## src/rtl/fifo_mst_arb_rr_pkg.sv

```systemverilog
// Shared definitions for the FT60x FIFO master path: arbiter state encoding and sizing limits.
package pkg_ft601_ctrl_defines;

  typedef enum logic [1:0] {
    ARB_IDLE,
    ARB_ARB,
    ARB_BUSY
  } arb_st_t;

  localparam int MAX_NUM_CHNLS   = 8;
  localparam int DEF_TIMEOUT_CYC = 4096;

endpackage

```

## src/rtl/fifo_arb_rr_pick.sv

```systemverilog
// Rotating priority encoder: finds the first set req bit searching upward from last+1, wrapping at W.
module fifo_arb_rr_pick #(
  parameter int W  = 8,
  parameter int IW = (W > 1) ? $clog2(W) : 1
) (
  input  logic [W-1:0]  req,
  input  logic [IW-1:0] last,
  output logic          hit,
  output logic [IW-1:0] idx
);

  int cand;

  // NOTE: every output of a combinational block gets a default before any branch, otherwise a latch is inferred.
  always_comb begin
    hit  = 1'b0;
    idx  = '0;
    cand = 0;
    for (int off = 1; off <= W; off++) begin
      cand = int'(last) + off;
      if (cand >= W) cand = cand - W;
      if (!hit && req[cand[IW-1:0]]) begin
        hit = 1'b1;
        idx = cand[IW-1:0];
      end
    end
  end

endmodule

```

## src/rtl/fifo_mst_arb_rr.sv

```systemverilog
// Round-robin endpoint arbiter for the FT60x FIFO master path.
// Optional BUSY watchdog enabled by defining FIFO_MST_ARB_TIMEOUT_EN.
module fifo_mst_arb_rr
  import pkg_ft601_ctrl_defines::*;
#(
  parameter int NUM_CHNLS   = 4,
  parameter int EPW         = $clog2(NUM_CHNLS + 1),
  parameter int TIMEOUT_CYC = DEF_TIMEOUT_CYC
) (
  input  logic                   fifoClk,
  input  logic                   fifoRstn,
  input  logic                   idle_st,
  input  logic                   mem_rdy,
  input  logic [2*NUM_CHNLS-1:0] slv_f_st_n,
  input  logic [2*NUM_CHNLS-1:0] mst_f_st_n,
  input  logic                   xfer_done,
  output logic                   grant,
  output logic [EPW-1:0]         t_ep_num,
  output logic                   m_rd_wr,
  output logic                   busy,
  output logic                   timeout
);

  localparam int NREQ = 2 * NUM_CHNLS;
  localparam int IW   = $clog2(NREQ);

  arb_st_t         st, st_nxt;
  logic [NREQ-1:0] req, req_r;
  logic [IW-1:0]   last, win_idx, pick_idx;
  logic            pick_hit, win_vld;
  logic            load_req, clr_req, win_set, done, expire, tmo_hit;

  // Port layout groups OUT bits high and IN bits low; interleave into OUT1, IN1, OUT2, IN2, ...
  always_comb begin
    req = '0;
    for (int ch = 0; ch < NUM_CHNLS; ch++) begin
      req[2*ch]   = idle_st & ~slv_f_st_n[NUM_CHNLS+ch] & ~mst_f_st_n[NUM_CHNLS+ch];
      req[2*ch+1] = idle_st & ~slv_f_st_n[ch] & ~mst_f_st_n[ch];
    end
  end

  fifo_arb_rr_pick #(
    .W  (NREQ),
    .IW (IW)
  ) u_pick (
    .req  (req_r),
    .last (last),
    .hit  (pick_hit),
    .idx  (pick_idx)
  );

  // NOTE: sequential state uses non-blocking assignments so every flop samples pre-edge values.
  always_ff @(posedge fifoClk or negedge fifoRstn) begin
    if (!fifoRstn) st <= ARB_IDLE;
    else           st <= st_nxt;
  end

  always_comb begin
    st_nxt   = st;
    load_req = 1'b0;
    clr_req  = 1'b0;
    win_set  = 1'b0;
    done     = 1'b0;
    expire   = 1'b0;
    case (st)
      ARB_IDLE: begin
        if (idle_st && mem_rdy) begin
          load_req = 1'b1;
          st_nxt   = ARB_ARB;
        end
      end
      ARB_ARB: begin
        clr_req = 1'b1;
        if (idle_st && pick_hit) begin
          win_set = 1'b1;
          st_nxt  = ARB_BUSY;
        end else begin
          st_nxt = ARB_IDLE;
        end
      end
      ARB_BUSY: begin
        // The first BUSY cycle only launches the grant; completion is accepted once busy is up.
        if (busy && xfer_done) begin
          done   = 1'b1;
          st_nxt = ARB_IDLE;
        end else if (busy && tmo_hit) begin
          expire = 1'b1;
          st_nxt = ARB_IDLE;
        end
      end
      default: st_nxt = ARB_IDLE;
    endcase
  end

  always_ff @(posedge fifoClk or negedge fifoRstn) begin
    if (!fifoRstn) begin
      req_r    <= '0;
      last     <= IW'(NREQ - 1);
      win_vld  <= 1'b0;
      win_idx  <= '0;
      grant    <= 1'b0;
      t_ep_num <= '0;
      m_rd_wr  <= 1'b0;
      busy     <= 1'b0;
    end else begin
      if (load_req)     req_r <= req;
      else if (clr_req) req_r <= '0;
      win_vld <= win_set;
      if (win_set) win_idx <= pick_idx;
      grant <= win_vld;
      if (win_vld) begin
        t_ep_num <= EPW'(int'(win_idx) / 2 + 1);
        m_rd_wr  <= ~win_idx[0];
        last     <= win_idx;
        busy     <= 1'b1;
      end else if (done || expire) begin
        busy <= 1'b0;
      end
    end
  end

`ifdef FIFO_MST_ARB_TIMEOUT_EN
  localparam int CW = (TIMEOUT_CYC > 1) ? $clog2(TIMEOUT_CYC) : 1;

  logic [CW-1:0] tmo_cnt;

  always_ff @(posedge fifoClk or negedge fifoRstn) begin
    if (!fifoRstn) begin
      tmo_cnt <= '0;
      timeout <= 1'b0;
    end else begin
      if (win_vld)   tmo_cnt <= '0;
      else if (busy) tmo_cnt <= tmo_cnt + 1'b1;
      timeout <= expire;
    end
  end

  assign tmo_hit = (tmo_cnt == CW'(TIMEOUT_CYC - 1));
`else
  logic unused_tmo;

  assign unused_tmo = TIMEOUT_CYC[0];
  assign tmo_hit    = 1'b0;
  assign timeout    = 1'b0;
`endif

endmodule

```

## config.mk

```make
export PLATFORM = sky130hd
export DESIGN_NAME = fifo_mst_arb_rr
export DESIGN_NICKNAME = d
export VERILOG_FILES = /design/src/rtl/fifo_mst_arb_rr_pkg.sv /design/src/rtl/fifo_arb_rr_pick.sv /design/src/rtl/fifo_mst_arb_rr.sv
export SDC_FILE = /design/constraint.sdc
export NUM_CORES = 1
export LEC_CHECK = 0
export ABC_AREA = 1
export CAP_MARGIN = 20
export CELL_PAD_IN_SITES_DETAIL_PLACEMENT = 0
export CELL_PAD_IN_SITES_GLOBAL_PLACEMENT = 1
export CORE_ASPECT_RATIO = 0.7
export CORE_MARGIN = 1
export CORE_UTILIZATION = 25
export DETAILED_ROUTE_END_ITERATION = 8
export PLACE_DENSITY_LB_ADDON = 0.1
export SYNTH_ARGS = -nofsm -noshare
export SYNTH_HDL_FRONTEND = slang
export SYNTH_SLANG_ARGS = --single-unit
```

## constraint.sdc

```tcl
create_clock -name fifoClk -period 3 [get_ports fifoClk]
set_input_delay 0.3 -clock fifoClk [delete_from_list [all_inputs] [get_ports fifoClk]]
set_output_delay 0.3 -clock fifoClk [all_outputs]
set_load 0.01 [all_outputs]
```

==> results.yml, run 1 <==
logic_synthesis:
  yosys_warnings: 0
  synth.distinct_cells: 27
  avgSynthCellArea_um2: 7.149
  ys_seq_area_share_pct: 35.70
  synth-main-ff-cell: "dfrtp_1"
  synth-edff-count: 0
  synthCells: 227
  synth_area_mm2: 0.001623
  synth-seq-cells: 23
  async_flop_share_pct: 100.0
  synth_fp_nets: 251
timing:
  rsz0062_at_grt: "no"
  setup-violations-final: 0
  slew_violations: 0
  worst_pin_slew_ps: 583.5
  fin_crit_sh_pct: 87.90
  finalCriticalPeriod_ps: 2637
  finalSetupTns_ps: 0
  final.setup_skew_ps: 5.365
  slew_headroom_pct: 60.82
  hold_viol: 0
  fmax_mhz: 379.2
setup_path:
  required_ps: 3170
  worstSetupPathType: "flop to flop"
  endpoint_kind: "flop"
  worstPathMaxFanout: 8
  arrival_ps: 2800
  cp-start-kind: "flop"
power_and_ir_drop:
  vdd.ir_drop.worst_uv: 321.1
  p_leak_uw: 0.0009427
  clkPwrFrac_pct: 8.0
  p_total_uw: 2409
  power_density_mw_per_mm2: 1209
  internal_power_uw: 1100
  switching_share_pct: 54.35
  switchingPower_uw: 1309
  combPwrFrac_pct: 70.5
  p_seq_share_pct: 21.5
cells_and_area:
  antenna_cells: 0
  syn2layout_area_growth_pct: 22.74
  mostFrequentLayoutCells: "nand2_1, nand3_1, clkdlybuf4s50_1"
  fin_nets: 277
  final_cells: 330
  nFillCells: 694
  layout-drive-gt1-share_pct: 13.10
  postLayoutCellArea_mm2: 0.001992
  layout_commonest_cell: "nand2_1"
route:
  drcViolationCount: 0
  wl_um: 4453
  first_pass_iters: 6
  ant_nets: 0
  wl_per_cell_um: 13.49
  routed_via_density: 4.518
  drtIter0Drc: 42
  via_count: 1491
clock_tree:
  post_cts_resized: 0
  clock_path_buffers: 2
  clock_latency_ps: 270
  hold_buffers: 0
  numCtsBuffers: 3
  cts-root-buf: "clkbuf_8"
  tritoncts: "yes"
  clk_pin_slew_worst_paths_ps: 80
  postCtsSetupBuffers: 0
  htreeDepth: 1
  cts_num_sinks: 23
global_routing:
  grt_max_degree: 24
  grt_pass1_vias: 1447
  grt-ovfl-total: 0
  track_usage_pct: 14.09
  antenna_found_initial: 0
  grt_pass1_wl_um: 7431
floorplanning:
  io_pins: 28
  core-area_mm2: 0.006246
  die_y_um: 69.41
  start_util_pct: 25.98
  die_area_mm2: 0.006823
  std_cell_rows: 24
  die_x_um: 98.30
placed_design:
  portBuffers: 26
  dp_hpwl_um: 3569
  place_area_mm2: 0.001946
  dpl.cell_count: 326
  gp_congestion: 0.7912
job:
  drv_cap: 0
worst_hold_path:
  hold_class: "input port to async pin"
outcome:
  status: "complete, no violations"
==> final timing paths <==
path	to	slack, ps	start	cells past startpoint
max	win_idx[0]	360	last[1]	14
min	req_r[1]	380	fifoRstn	2
max reg2reg	win_idx[0]	360	last[1]	14
min reg2reg	st[0]	450	st[1]	1
max in group asynchronous	last[1]	2340	fifoRstn	2
min in group fifoClk	st[0]	450	st[1]	1
==> power by group through the flow <==
| stage | Sequential (uW) | Clock [uW] | Combinational [uW] |
|---|---|---|---|
| 2_1_floorplan | 502 | 0 | 1270 |
| 3_3_place_gp | 530 | 0 | 1720 |
| 3_5_place_dp | 525 | 0 | 1680 |
| 4_1_cts | 521 | 203 | 1690 |
| 5_1_grt | 534 | 214 | 1900 |
| 6_report | 519 | 193 | 1700 |
==> sequential cells by signal, summed over array words and instances, names as in the netlist <==
| signal | flops |
|---|---|
| req_r | 8 |
| grant | 1 |
| t_ep_num | 3 |
| win_idx | 3 |
| m_rd_wr | 1 |
| win_vld | 1 |
| last | 3 |
| busy | 1 |
| st | 2 |
==> synth_stat cells, drive strengths merged, types with 2 or more instances <==
master | number | share of area (%)
nand2 | 87 | 22
nand3 | 38 | 14
nor2 | 22 | 6.0
dfrtp | 20 | 31
inv | 20 | 4.8
o21ai | 8 | 2.5
o31ai | 8 | 3.7
buf | 6 | 3.1
dfstp | 3 | 4.9
ha | 3 | 2.3
clkbuf | 2 | 0.46
nor3 | 2 | 0.62
xnor2 | 2 | 1.1
==> layer usage <==
layer	track usage [%]	part of all wire, %	vias up
met5	0	0	-
met4	0.9950	0	0
met3	3.125	4.3	0
met2	18.94	38	30
met1	23.16	58	682
li1	-	-	779
==> stage by stage <==
stage	util, %	setup WS (ps)	hold slack [ps]
after floorplan	-	555.2	4.409
after global placement	31.15	392.9	439.3
after detailed placement	31.15	396.1	436.0
after CTS	31.89	364.8	387.4
after global routing	31.89	138.6	398.8
final	31.89	363.1	377.6
==> cells by family after synthesis <==
kind of cell	synth area share, %
and+or+nand+nor	44.56
buffers and inverters	8.327
DFF	35.70
AOI/OAI and AO/OA	7.247
xor gates and xnor gates	1.619
adders and majority gates	2.313
other	0.2311
==> critical path: stages (launching register included) <==
cell,delay (ps)
dfstp_2,530
inv_1,140
ha_1,440
inv_1,200
nand3_1,160
nand3_2,120
nand2_4,80
nor2_4,170
nand4_4,120
nor2_4,170
nand3_2,120
nand2_4,120
inv_2,60
nand3_2,60
nand2_1,40
==> cell type report <==
type,instances,area [um^2],share of cell area (%)
inverters,20,77.57,3.894
clock inverters,1,5.005,0.2513
well taps,78,97.59,4.899
repair buffers,29,282.8,14.20
multi-input cells,176,908.4,45.60
clock buffers,3,41.29,2.073
flip-flops and latches,23,579.3,29.08
Note: power is estimated with default switching activity, not from simulation.
==> run 2: changes to the inputs <==
Settings changed: ABC_AREA 1 to 0, SLEW_MARGIN set to 10.
==> run 2 against run 1 <==
  * First-iteration DRC count grew 7.1%
  * Final area is 8.4% higher
  * Combinational power decreased by 4%
  * Maximum frequency is 4.4% lower
  * Critical path type unchanged
  * Largest cell class unchanged
  * Highest routed layer is now met4
==> results.yml, run 2 <==
outcome:
  status: "complete, no violations"
logic_synthesis:
  ys_seq_area_share_pct: 33.21
  synth-main-ff-cell: "dfrtp_1"
  synth_area_leader_cell: "dfrtp_1"
  synth-edff-count: 0
  synth-seq-cells: 23
  async_flop_share_pct: 100.0
  synth.distinct_cells: 57
  avgSynthCellArea_um2: 11.11
  synthCells: 157
  synth.most_common_cell: "dfrtp_1"
  synth_top_area_share_pct: 28.69
  yosys_warnings: 0
  synth_area_leaders: "dfrtp_1, mux4_2, dfstp_2, mux4_1, mux2i_1"
  synth_fp_nets: 181
  synth_area_mm2: 0.001744
  synth_commonest_cells: "dfrtp_1, nand2_1, nand3_1"
clock_tree:
  clock_path_buffers: 2
  htreeDepth: 1
  hold_buffers: 0
  tritoncts: "yes"
  numCtsBuffers: 3
  post_cts_resized: 0
  clock_latency_ps: 270
  postCtsSetupBuffers: 0
  cts_num_sinks: 23
  cts-root-buf: "clkbuf_8"
  clk_pin_slew_worst_paths_ps: 90
floorplanning:
  io_pins: 28
  std_cell_rows: 25
  core-area_mm2: 0.006756
  start_util_pct: 25.81
  die_y_um: 71.89
  die_x_um: 101.8
  die_area_mm2: 0.007320
setup_path:
  worstPathMaxFanout: 11
  reg2reg_from: "last[0]"
  crit_slowest_cell: "mux4_1"
  critPathBufInv: 1
  worstPathCellList: "buf_4, mux4_1, mux2i_4, o21ai_1, a21o_1, a221o_1, a22o_1"
  endpoint_kind: "flop"
  required_ps: 3160
  max_stage_delay_ps: 730
  r2r_setup_slack_ps: 240
  worstSetupPathType: "flop to flop"
  cp-start-kind: "flop"
  r2r-end: "win_idx[2]"
  arrival_ps: 2920
  cpLargestDelayFamily: "multiplexers"
  r2r_cells: 7
power_and_ir_drop:
  p_leak_uw: 0.0008962
  p_seq_share_pct: 23.2
  power_density_mw_per_mm2: 1101
  vdd.ir_drop.worst_uv: 288.3
  switching_share_pct: 44.55
  clkPwrFrac_pct: 8.4
  switchingPower_uw: 1059
  internal_power_uw: 1318
  combPwrFrac_pct: 68.4
job:
  drv_cap: 0
placed_design:
  dpl.cell_count: 273
  dp_hpwl_um: 3160
  gp_congestion: 0.7878
  portBuffers: 26
cells_and_area:
  final_cells: 278
  largest_reg_flops: 8
  syn2layout_area_growth_pct: 23.74
  top_register: "req_r"
  antenna_cells: 0
  nFillCells: 723
  layout-drive-gt1-share_pct: 19.57
  layout_commonest_cell: "clkdlybuf4s50_1"
  utilization_pct: 31.94
  mostFrequentLayoutCells: "clkdlybuf4s50_1, dfrtp_1, nand2_1"
  fin_nets: 209
timing:
  slew_headroom_pct: 57.70
  rsz0062_at_grt: "no"
  fin_crit_sh_pct: 91.89
  slew_violations: 0
  final.setup_skew_ps: 1.770
  finalCriticalPeriod_ps: 2757
  finalSetupTns_ps: 0
  fmax_mhz: 362.7
  holdWs_ps: 347.0
  setup-violations-final: 0
  hold_viol: 0
  worst_pin_slew_ps: 632.8
route:
  ant_nets: 0
  via_count: 1316
  first_pass_iters: 4
  wl_um: 4129
  wl_per_cell_um: 14.85
  routed_via_density: 4.734
  drcViolationCount: 0
  drtIter0Drc: 45
global_routing:
  antenna_found_initial: 0
  track_usage_pct: 12.45
  grt-ovfl-total: 0
  grt_pass1_vias: 1315
  grt_max_degree: 22
  grt_pass1_wl_um: 6913
worst_hold_path:
  hold_class: "input port to async pin"
## run 2: cell count changes in the layout (fill, tap and decap cells not counted), sizes merged, moves of 9 or more
cell and change:
nand2 -73, nor2 -17, nand3 -28, mux4 +10, mux2i +10, mux2 +9
inv -11
## run 2: metrics by stage
| step | setup WS [ps] | instance area, um^2 | power, uW |
|---|---|---|---|
| final | 243.2 | 2158 | 2376 |
| after global routing | 106.2 | 2158 | 2581 |
| after CTS | 256.3 | 2143 | 2392 |
| after detailed placement | 278.4 | 2097 | 2180 |
| after global placement | 270.6 | 2097 | 2204 |
| after floorplan | 177.6 | 1744 | 1771 |
## run 2: cells by family after synthesis
logic type,after synthesis,synth area share [%]
other,1,0.2150
buffers and inverters,19,5.954
adder cells (fa/ha/maj),3,2.152
XOR/XNOR,3,1.937
flip-flops,23,33.21
AO/OA/AOI/OAI,34,14.99
AND/OR/NAND/NOR,45,14.35
multiplexers,29,27.19
## run 2: per-layer routing
| metal | routed length [um] | GRT usage, % | vias up |
|---|---|---|---|
| met1 | 2220 | 18.20 | 645 |
| met3 | 117 | 2.732 | 2 |
| met2 | 1763 | 18.92 | 23 |
| met4 | 27 | 2.381 | 0 |
| li1 | - | - | 646 |
| met5 | 0 | 0 | - |
## run 2: how the worst max path moves through the flow
stage | from | end | slack [ps] | cells after the start
detailed placement | last[0] | win_idx[2] | 280 | 7
CTS | last[0] | win_idx[2] | 260 | 7
finish | last[0] | win_idx[2] | 240 | 7
global placement | last[0] | win_idx[2] | 270 | 7
global route | last[0] | win_idx[2] | 110 | 7
floorplan | last[1] | win_idx[1] | 180 | 11
## run 2: layout make-up
class                   instances  area (um^2)  share of cell area (%)
inverters                       9        33.78                   1.565
clock buffers                   3        41.29                   1.913
repair buffers                 33        320.3                   14.84
well taps                      94        117.6                   5.449
clock inverters                 1        5.005                  0.2319
flip-flops and latches         23        579.3                   26.84
multi-input cells             115         1061                   49.16
## run 2: worst register-to-register path, delay by kind of cell, from the launching register on
kind | cells | cell delay, ps
DFF | 1 | 540
buffers and inverters | 1 | 220
AOI/OAI and AO/OA | 4 | 820
muxes | 2 | 1070
## run 2: power groups by stage
stage	registers [uW]	clock network (uW)	logic, uW
floorplan	516	0	1250
global placement	560	0	1640
detailed placement	559	0	1620
CTS	554	207	1630
global route	576	222	1780
finish	551	200	1630
==> run 3: changes to the inputs <==
Settings changed: CAP_MARGIN 20 to unset.
==> run 3 against run 2 <==
  * Register-to-register slack is essentially flat
  * Clock power is essentially flat
  * Maximum frequency is essentially flat
  * Via count grew 0.53%
  * Power shrank 0.11%
  * Non-clock buffer count shrank 1
  * Clock-buffer cell count is the same
  * First-iteration DRC count grew 16%
  * Clock skew is essentially flat
  * Hold slack gained 140 ps
  * Largest cell class unchanged
==> results.yml, run 3 (synthesis results as in run 2) <==
outcome:
  status: "complete, no violations"
clock_tree:
  clk_pin_slew_worst_paths_ps: 90
  htreeDepth: 1
  tritoncts: "yes"
  cts_num_sinks: 23
  hold_buffers: 0
  postCtsSetupBuffers: 0
  post_cts_resized: 0
  clock_path_buffers: 2
  cts-root-buf: "clkbuf_8"
  clock_latency_ps: 270
  numCtsBuffers: 3
setup_path:
  worstPathMaxFanout: 11
  worstPathCellList: "buf_4, mux4_1, mux2i_4, o21ai_1, a21o_1, a221o_1, a22o_1"
  crit_slowest_cell: "mux4_1"
  arrival_ps: 2920
  max_stage_delay_ps: 730
  required_ps: 3160
  cp-start-kind: "flop"
  worstSetupPathType: "flop to flop"
  endpoint_kind: "flop"
timing:
  finalCriticalPeriod_ps: 2757
  slew_violations: 0
  hold_viol: 0
  final.setup_skew_ps: 1.557
  finalSetupTns_ps: 0
  fin_crit_sh_pct: 91.89
  setup-violations-final: 0
  worst_pin_slew_ps: 952.4
  slew_headroom_pct: 36.31
  setup_ws_ps: 243.2
  rsz0062_at_grt: "no"
  holdWs_ps: 482.1
  fmax_mhz: 362.7
route:
  wl_per_cell_um: 14.78
  wl_met1_um: 2191
  wl_met3_um: 122
  ant_nets: 0
  drcViolationCount: 0
  drtIter0Drc: 52
  routed_via_density: 4.776
  first_pass_iters: 4
  via_count: 1323
  route.met2.wl_um: 1753
  maxUsedRoutingLayer: "met4"
  wl_um: 4095
floorplanning:
  die_area_mm2: 0.007320
  die_y_um: 71.89
  std_cell_rows: 25
  start_util_pct: 25.81
  io_pins: 28
  core-area_mm2: 0.006756
  die_x_um: 101.8
power_and_ir_drop:
  p_leak_uw: 0.0008888
  power_density_mw_per_mm2: 1108
  vdd.ir_drop.worst_uv: 288.7
cells_and_area:
  layout-drive-gt1-share_pct: 19.13
  syn2layout_area_growth_pct: 22.88
  largest_reg_flops: 8
  postLayoutCellArea_mm2: 0.002143
  fin_nets: 208
  utilization_pct: 31.72
  mostFrequentLayoutCells: "clkdlybuf4s50_1, dfrtp_1, nand2_1"
  antenna_cells: 0
  top_register: "req_r"
  layout_commonest_cell: "clkdlybuf4s50_1"
placed_design:
  dp_hpwl_um: 3160
  portBuffers: 26
  dp_slack_ps: 278.4
  place_area_mm2: 0.002097
  gp_congestion: 0.7878
job:
  drv_cap: 0
global_routing:
  grt_pass1_vias: 1315
  track_usage_pct: 12.45
  grt_max_degree: 22
  antenna_found_initial: 0
  grt-ovfl-total: 0
  grt_pass1_wl_um: 6913
worst_hold_path:
  hold_class: "flop to flop"
run 3: through the flow:
step	cells	power, uW
detailed placement	273	2180
CTS	277	2392
global route	277	2579
finish	277	2374
floorplan	157	1771
global placement	273	2204
run 3: cell type report:
cell class	count	area, um^2
fillers	724	4613
multi-input cells	115	1061
flip-flops and latches	23	579.3
repair buffers	32	305.3
well taps	94	117.6
clock buffers	3	41.29
inverters	9	33.78
clock inverters	1	5.005
run 3: worst paths after layout:
| check | startpoint | end | slack [ps] | cells after the start |
|---|---|---|---|---|
| setup / recovery | last[0] | win_idx[2] | 240 | 7 |
| hold / removal | win_idx[0] | m_rd_wr | 480 | 1 |
| setup reg to reg | last[0] | win_idx[2] | 240 | 7 |
| hold reg to reg | win_idx[0] | m_rd_wr | 480 | 1 |
| max in group asynchronous | fifoRstn | last[0] | 1750 | 2 |
| min in group asynchronous | fifoRstn | grant | 560 | 1 |
run 3: critical path: cells and delay by family, from the launching register on:
kind	cells	cell delay (ps)
compound gates	4	820
flops	1	540
buf+inv	1	220
mux	2	1070
run 3: layer usage:
| metal | vias up | GRT usage (%) |
|---|---|---|
| li1 | 644 | - |
| met2 | 25 | 18.92 |
| met5 | - | 0 |
| met3 | 2 | 2.732 |
| met1 | 652 | 18.20 |
| met4 | 0 | 2.381 |
run 3: report_power, final:
part	switching, uW	total (uW)	internal (uW)
Sequential	123	550	427
Clock	107	200	92.9
Combinational	828	1620	796
Total	1060	2370	1320
